===== src/rtl/subsystem_stream_unpack.sv =====
// subsystem_stream_unpack: validates header/ts/payload framing and unpacks payload into 32-bit words or 16-channel sets
module subsystem_stream_unpack #(
  parameter int NUM_CH = 16,
  parameter logic [7:0] PKT_ID = 8'hDD,
  parameter int CNT_W = 16
) (
  input  logic                 clk,
  input  logic                 rst,
  input  logic                 all_chan,
  input  logic [63:0]          s_tdata,
  input  logic                 s_tfirst,
  input  logic                 s_tlast,
  input  logic                 s_tvalid,
  output logic                 s_tready,
  output logic [17:0]          w_sample,
  output logic [2:0]           w_block,
  output logic [6:0]           w_rate_div,
  output logic [3:0]           w_ch,
  output logic                 w_valid,
  output logic [NUM_CH*18-1:0] set_data,
  output logic                 set_valid,
  output logic [63:0]          pkt_ts,
  output logic                 pkt_ts_valid,
  output logic [CNT_W-1:0]     pkt_cnt,
  output logic [CNT_W-1:0]     err_cnt
);
  localparam int C15 = (NUM_CH - 1) * 18;
  typedef enum logic [1:0] {IDLE, TS, PAYLOAD, DRAIN} state_t;
  state_t state_q, state_d;
  logic [15:0] n_q, n_d, cnt_q, cnt_d;
  logic ac_q, ac_d, pkt_bad_q, pkt_bad_d, set_bad_q, set_bad_d, lo_pend_q, lo_pend_d;
  logic [2:0] k_q, k_d;
  logic [31:0] lo_q, lo_d, w_q, w_d;
  logic [NUM_CH*18-1:0] acc_q, acc_d, set_q, set_d;
  logic w_valid_q, w_valid_d, set_valid_q, set_valid_d, ts_valid_q, ts_valid_d;
  logic [63:0] ts_q, ts_d;
  logic [CNT_W-1:0] pkt_q, pkt_d, err_q, err_d;
  logic acc, hdr_ok, last_beat, kerr, err_inc, pkt_inc;
  logic [8:0] base;
  always_comb begin
    acc = s_tvalid && s_tready;
    hdr_ok = s_tdata[63:56] == PKT_ID;
    last_beat = cnt_q + 16'd1 == n_q;
    kerr = ac_q && k_q != 3'd4;
    base = {6'd0, k_q} * 9'd54;
    state_d = state_q;
    n_d = n_q;
    cnt_d = cnt_q;
    ac_d = ac_q;
    pkt_bad_d = pkt_bad_q;
    set_bad_d = set_bad_q;
    k_d = k_q;
    lo_d = lo_q;
    lo_pend_d = 1'b0;
    acc_d = acc_q;
    set_d = set_q;
    set_valid_d = 1'b0;
    ts_d = ts_q;
    ts_valid_d = 1'b0;
    err_inc = 1'b0;
    pkt_inc = 1'b0;
    w_d = lo_pend_q ? lo_q : w_q;
    w_valid_d = lo_pend_q;
    if (acc) begin
      if (state_q == IDLE || (state_q == PAYLOAD && s_tfirst)) begin
        err_inc = state_q == PAYLOAD;
        if (s_tfirst && hdr_ok) begin
          state_d = TS;
          n_d = s_tdata[55:40];
          ac_d = all_chan;
          k_d = 3'd0;
          cnt_d = 16'd0;
          pkt_bad_d = 1'b0;
          set_bad_d = 1'b0;
        end else if (s_tfirst) begin
          state_d = DRAIN;
          err_inc = 1'b1;
        end
      end else if (state_q == TS) begin
        ts_d = s_tdata;
        ts_valid_d = 1'b1;
        state_d = (s_tlast || n_q == 16'd0) ? IDLE : PAYLOAD;
        err_inc = s_tlast && n_q != 16'd0;
        pkt_inc = s_tlast && n_q == 16'd0;
      end else if (state_q == PAYLOAD) begin
        cnt_d = cnt_q + 16'd1;
        if (!ac_q) begin
          w_d = s_tdata[63:32];
          w_valid_d = 1'b1;
          lo_d = s_tdata[31:0];
          lo_pend_d = 1'b1;
        end else if (&s_tdata) begin
          k_d = 3'd1;
          set_bad_d = 1'b1;
          pkt_bad_d = 1'b1;
          err_inc = 1'b1;
        end else begin
          acc_d[base +: 54] = s_tdata[53:0];
          if (k_q == 3'd0) acc_d[C15 +: 8] = s_tdata[61:54];
          if (k_q == 3'd1) acc_d[C15 + 8 +: 8] = s_tdata[61:54];
          if (k_q == 3'd2) acc_d[C15 + 16 +: 2] = s_tdata[55:54];
          k_d = k_q == 3'd4 ? 3'd0 : k_q + 3'd1;
          if (k_q == 3'd4) begin
            set_valid_d = !set_bad_q;
            set_d = set_bad_q ? set_q : acc_d;
            set_bad_d = 1'b0;
          end
        end
        if (s_tlast) begin
          state_d = IDLE;
          err_inc = err_inc || !last_beat || kerr;
          pkt_inc = !err_inc && !pkt_bad_q;
        end else if (last_beat) begin
          state_d = DRAIN;
          err_inc = 1'b1;
        end
      end else if (s_tlast) begin
        state_d = IDLE;
      end
    end
    pkt_d = pkt_q + CNT_W'(pkt_inc && !(&pkt_q));
    err_d = err_q + CNT_W'(err_inc && !(&err_q));
  end
  always_ff @(posedge clk) begin
    if (rst) begin
      state_q <= IDLE;
      n_q <= '0;
      cnt_q <= '0;
      ac_q <= 1'b0;
      pkt_bad_q <= 1'b0;
      set_bad_q <= 1'b0;
      lo_pend_q <= 1'b0;
      k_q <= '0;
      lo_q <= '0;
      w_q <= '0;
      acc_q <= '0;
      set_q <= '0;
      w_valid_q <= 1'b0;
      set_valid_q <= 1'b0;
      ts_valid_q <= 1'b0;
      ts_q <= '0;
      pkt_q <= '0;
      err_q <= '0;
    end else begin
      state_q <= state_d;
      n_q <= n_d;
      cnt_q <= cnt_d;
      ac_q <= ac_d;
      pkt_bad_q <= pkt_bad_d;
      set_bad_q <= set_bad_d;
      lo_pend_q <= lo_pend_d;
      k_q <= k_d;
      lo_q <= lo_d;
      w_q <= w_d;
      acc_q <= acc_d;
      set_q <= set_d;
      w_valid_q <= w_valid_d;
      set_valid_q <= set_valid_d;
      ts_valid_q <= ts_valid_d;
      ts_q <= ts_d;
      pkt_q <= pkt_d;
      err_q <= err_d;
    end
  end
  assign s_tready = !lo_pend_q;
  assign w_sample = w_q[31:14];
  assign w_block = w_q[13:11];
  assign w_rate_div = w_q[10:4];
  assign w_ch = w_q[3:0];
  assign w_valid = w_valid_q;
  assign set_data = set_q;
  assign set_valid = set_valid_q;
  assign pkt_ts = ts_q;
  assign pkt_ts_valid = ts_valid_q;
  assign pkt_cnt = pkt_q;
  assign err_cnt = err_q;
endmodule


===== config.mk =====
export PLATFORM = sky130hd
export DESIGN_NAME = subsystem_stream_unpack
export DESIGN_NICKNAME = d
export VERILOG_FILES = /design/src/rtl/subsystem_stream_unpack.sv
export SDC_FILE = /design/constraint.sdc
export NUM_CORES = 2
export LEC_CHECK = 0
export ABC_AREA = 1
export ABC_CLOCK_PERIOD_IN_PS = 4100
export BUFFER_PORTS_ARGS = -buffer_cell sky130_fd_sc_hd__buf_2
export CORE_MARGIN = 2
export CORE_UTILIZATION = 35
export DETAILED_ROUTE_END_ITERATION = 8
export GPL_TIMING_DRIVEN = 0
export PLACE_DENSITY = 0.58
export SLEW_MARGIN = 30
export SYNTH_ARGS = -nofsm -noshare
export SYNTH_HDL_FRONTEND = slang
export SYNTH_SLANG_ARGS = --single-unit

===== constraint.sdc =====
create_clock -name clk -period 4.1 [get_ports clk]
set_input_delay 0.615 -clock clk [delete_from_list [all_inputs] [get_ports clk]]
set_output_delay 0.615 -clock clk [all_outputs]
set_load 0.03 [all_outputs]

==> metrics.txt <==
run status finished, violations left; failing checks negative setup slack; antenna-violating nets left 0; die width 352 microns; Post-layout nets 7396; cell count after synthesis 6538; FILL cells about 12000; Crit Path Max Fanout 12; Final setup viols ~130; ranking of synthesized cells by area dfxtp_1 (37%), nand2_1 (12%), nand3_1 (11%); HP Class input pin to flip-flop; drt via density 6.10; Top delay family on crit path buffers and inverters; routed length per instance 33.6 microns; register bit total from synthesis 780; CP startpoint kind flip-flop; Synth top area share 36.8%; clk sinks just under 800; critical path depth 16; final WL 303000 microns; Initial DRT Pass Iterations 7; Synth warnings 0; Max Fclk 235 MHz; leading area contributor after synthesis dfxtp_1; Slew @ Worst Pin 1.10 ns; Worst Setup SP k_q[0]; Starting Density a little over a third; TritonCTS clock tree built; r2r startpoint k_q[0]; Worst Hold Slack 0.114 ns; first-pass GRT wire length 404000 microns; clock skew 0.0539 ns; share of layout cells above drive strength 1 27.7%; Primary FF master, synth dfxtp_1; Worst slew margin 26.4%; register area share after synthesis 36.8%; Final min period 4.25 ns; RSZ-0062 raised after global routing yes; buffers plus inverters on the worst setup path 7; final hold vios 0; endpoint type of the worst setup path flip-flop; DR vias approximately 55000; post-synthesis cell type count just under 70; CP Class flip-flop to flip-flop; Placement Setup Slack -2.86 ns; Tot Pwr 17.2 mW; crit path to acc_q[155]; CTS max path bufs 3; final critical-path share of the clock period 104%; reg2reg setup slack -0.15 ns; Worst path slowest cell o211ai_1; number of synthesized flops with an enable pin 0; largest net degree at the start of global routing 15; Syn Area/Cell 6.49 sq um; commonest non-fill, non-tap cells in the layout nand2_1 (1183), dfxtp_1 (768), inv_1 (641); Area Overhead vs Synth 37.2%; final setup TNS -4.68 ns; Hold Buf Count CTS 0; vias in the first global route ~50000; number of CTS-inserted buffers 84; final slew viol count 0; Sequential Area 0.0157 sq mm; num rows 127; clock latency on the worst-skew pair 0.76 ns; Max Cap Viol 0; Worst-path clk slew 0.06 ns; Port Buf Inserts 479; height of the die 352 microns; Static Leakage 26.1 nW; power per standard cell area just under 300 mW/mm^2; crit-path most repeated cell clkbuf_2; crit path cell chain inv_2 > buf_8 > buf_12 > ha_4 > buf_6 > nand2_1 > nand2_4 > clkbuf_2 > clkbuf_2 > nand4_1 > buf_4 > nand3_4 > nand3_2 > o211ai_1 > o21ai_1 > a21oi_1; CP peak stage delay 0.62 ns; total grt overflow 0; mapped cell area 0.0424 sq mm; setup ws final -0.147 ns; peak supply drop just under 0.4 mV; Root Driver clkbuf_16; multi-input logic area 0.0277 sq mm; most common cell after layout, fill and taps aside nand2_1; GRT Overall Usage between 40% and 50%; Die ar. 0.124 sq mm; antenna violations before repair 33; net count after synthesis 6626; core area 0.120 sq mm; reg-to-reg endpoint acc_q[155]; FFs w/ async S/R, synth 0%; worst path required time 4.75 ns; DRC errors left 0; reg2reg path depth 16; Arr. time, crit path about 5 ns; RePlAce Congestion ~1.1; # H-tree levels 3; Iter 0 DRT Violations 7693; HPWL Detailed approximately 240000 microns; I/O pins 490
-- where the power goes --
group	internal (mW)	leakage [nW]	switching (mW)	total, mW
Sequential	7.65	6.30	0.0504	7.70
Clock	4.60	1.43	3.54	8.14
Combinational	0.306	18.3	1.10	1.41
Total	12.5	26.1	4.70	17.2
-- cell families (layout without fill, tap and decap cells) --
kind of cell	after synthesis	in the layout	share of synthesized area, %
buffers and inverters	1163	1998	10.8
adders and majority gates	18	18	0.548
and+or+nand+nor	3032	3032	31.2
xor gates and xnor gates	19	19	0.410
AOI/OAI and AO/OA	1519	1519	20.1
other	0	16	0
muxes	7	7	0.165
DFF	780	780	36.8
-- routing by layer --
metal | vias up | GRT usage, % | routed length [microns]
met3 | 1011 | 14.4 | 34700
met2 | 3664 | 66.9 | 122000
met5 | - | 2.12 | 622
met4 | 24 | 31.9 | 25600
li1 | 23600 | - | -
met1 | 26700 | 59.1 | 120000
-- metrics by stage --
stage	instance area [sq um]	util [%]	std cells
after floorplan	42400	-	6538
after global placement	46900	39.0	8629
after detailed placement	47000	39.1	8634
after CTS	54800	45.6	8902
after global routing	58200	48.4	8986
final	58200	48.5	9001
-- state kept, by name (all words and copies together) (netlist names) --
register      flops
set_data        288
w_q              32
n_q              16
ac_q              1
lo_pend_q         1
cnt_q            16
lo_q             32
pkt_bad_q         1
state_q           2
w_valid           1
acc_q           288
set_valid         1
pkt_ts_valid      1
pkt_cnt          16
set_bad_q         1
pkt_ts           64
k_q               3
err_cnt          16
-- cell type report --
cell class,instances,area share (%)
Inverter,699,4.67
Clock buffer,114,4.11
Multi-Input combinational cell,4595,47.6
Clock inverter,37,0.877
Timing Repair Buffer,686,7.55
Tap cell,1612,3.46
Buffer,462,4.80
Sequential cell,780,26.9
Antenna cell,16,0.0688
-- worst min path at each step --
stage                          from   endpoint  slack (ns)  depth (start not counted)
after floorplan           cnt_q[14]  cnt_q[14]        0.45                          2
after global placement    cnt_q[14]  cnt_q[14]        0.45                          2
after detailed placement  cnt_q[14]  cnt_q[14]        0.46                          2
after CTS                       rst  set_valid        0.09                          2
after global routing            rst  set_valid        0.12                          2
final                           rst  set_valid        0.11                          2
-- timing repair --
action	4_1_cts	5_1_grt
endpoints found under the setup margin	590	586
cloned	1	1
resized for setup	1025	683
buffers inserted	117	86
pin swaps	104	191
-- synthesized netlist by cell type (6+ instances only) --
cell,number
a311oi_1,34
nor3_1,44
inv_1,672
dfxtp_1,780
a21oi_1,479
o2111ai_1,6
ha_1,17
buf_6,8
a22oi_1,8
o31ai_1,6
o21ai_0,595
clkbuf_1,289
inv_2,22
buf_4,13
nand2_1,1388
nor2_1,447
xnor2_1,8
xor2_1,10
o22ai_1,17
nor2_2,9
nor4_1,26
o211ai_1,215
nand2_2,6
or2_2,22
a211oi_1,6
nand4_1,127
buf_1,82
buf_2,72
mux2i_1,7
nand3_1,925
a31oi_1,18
nor2_4,6
o21ai_1,100
or2_1,6
Power figures use the tool's default switching activity.
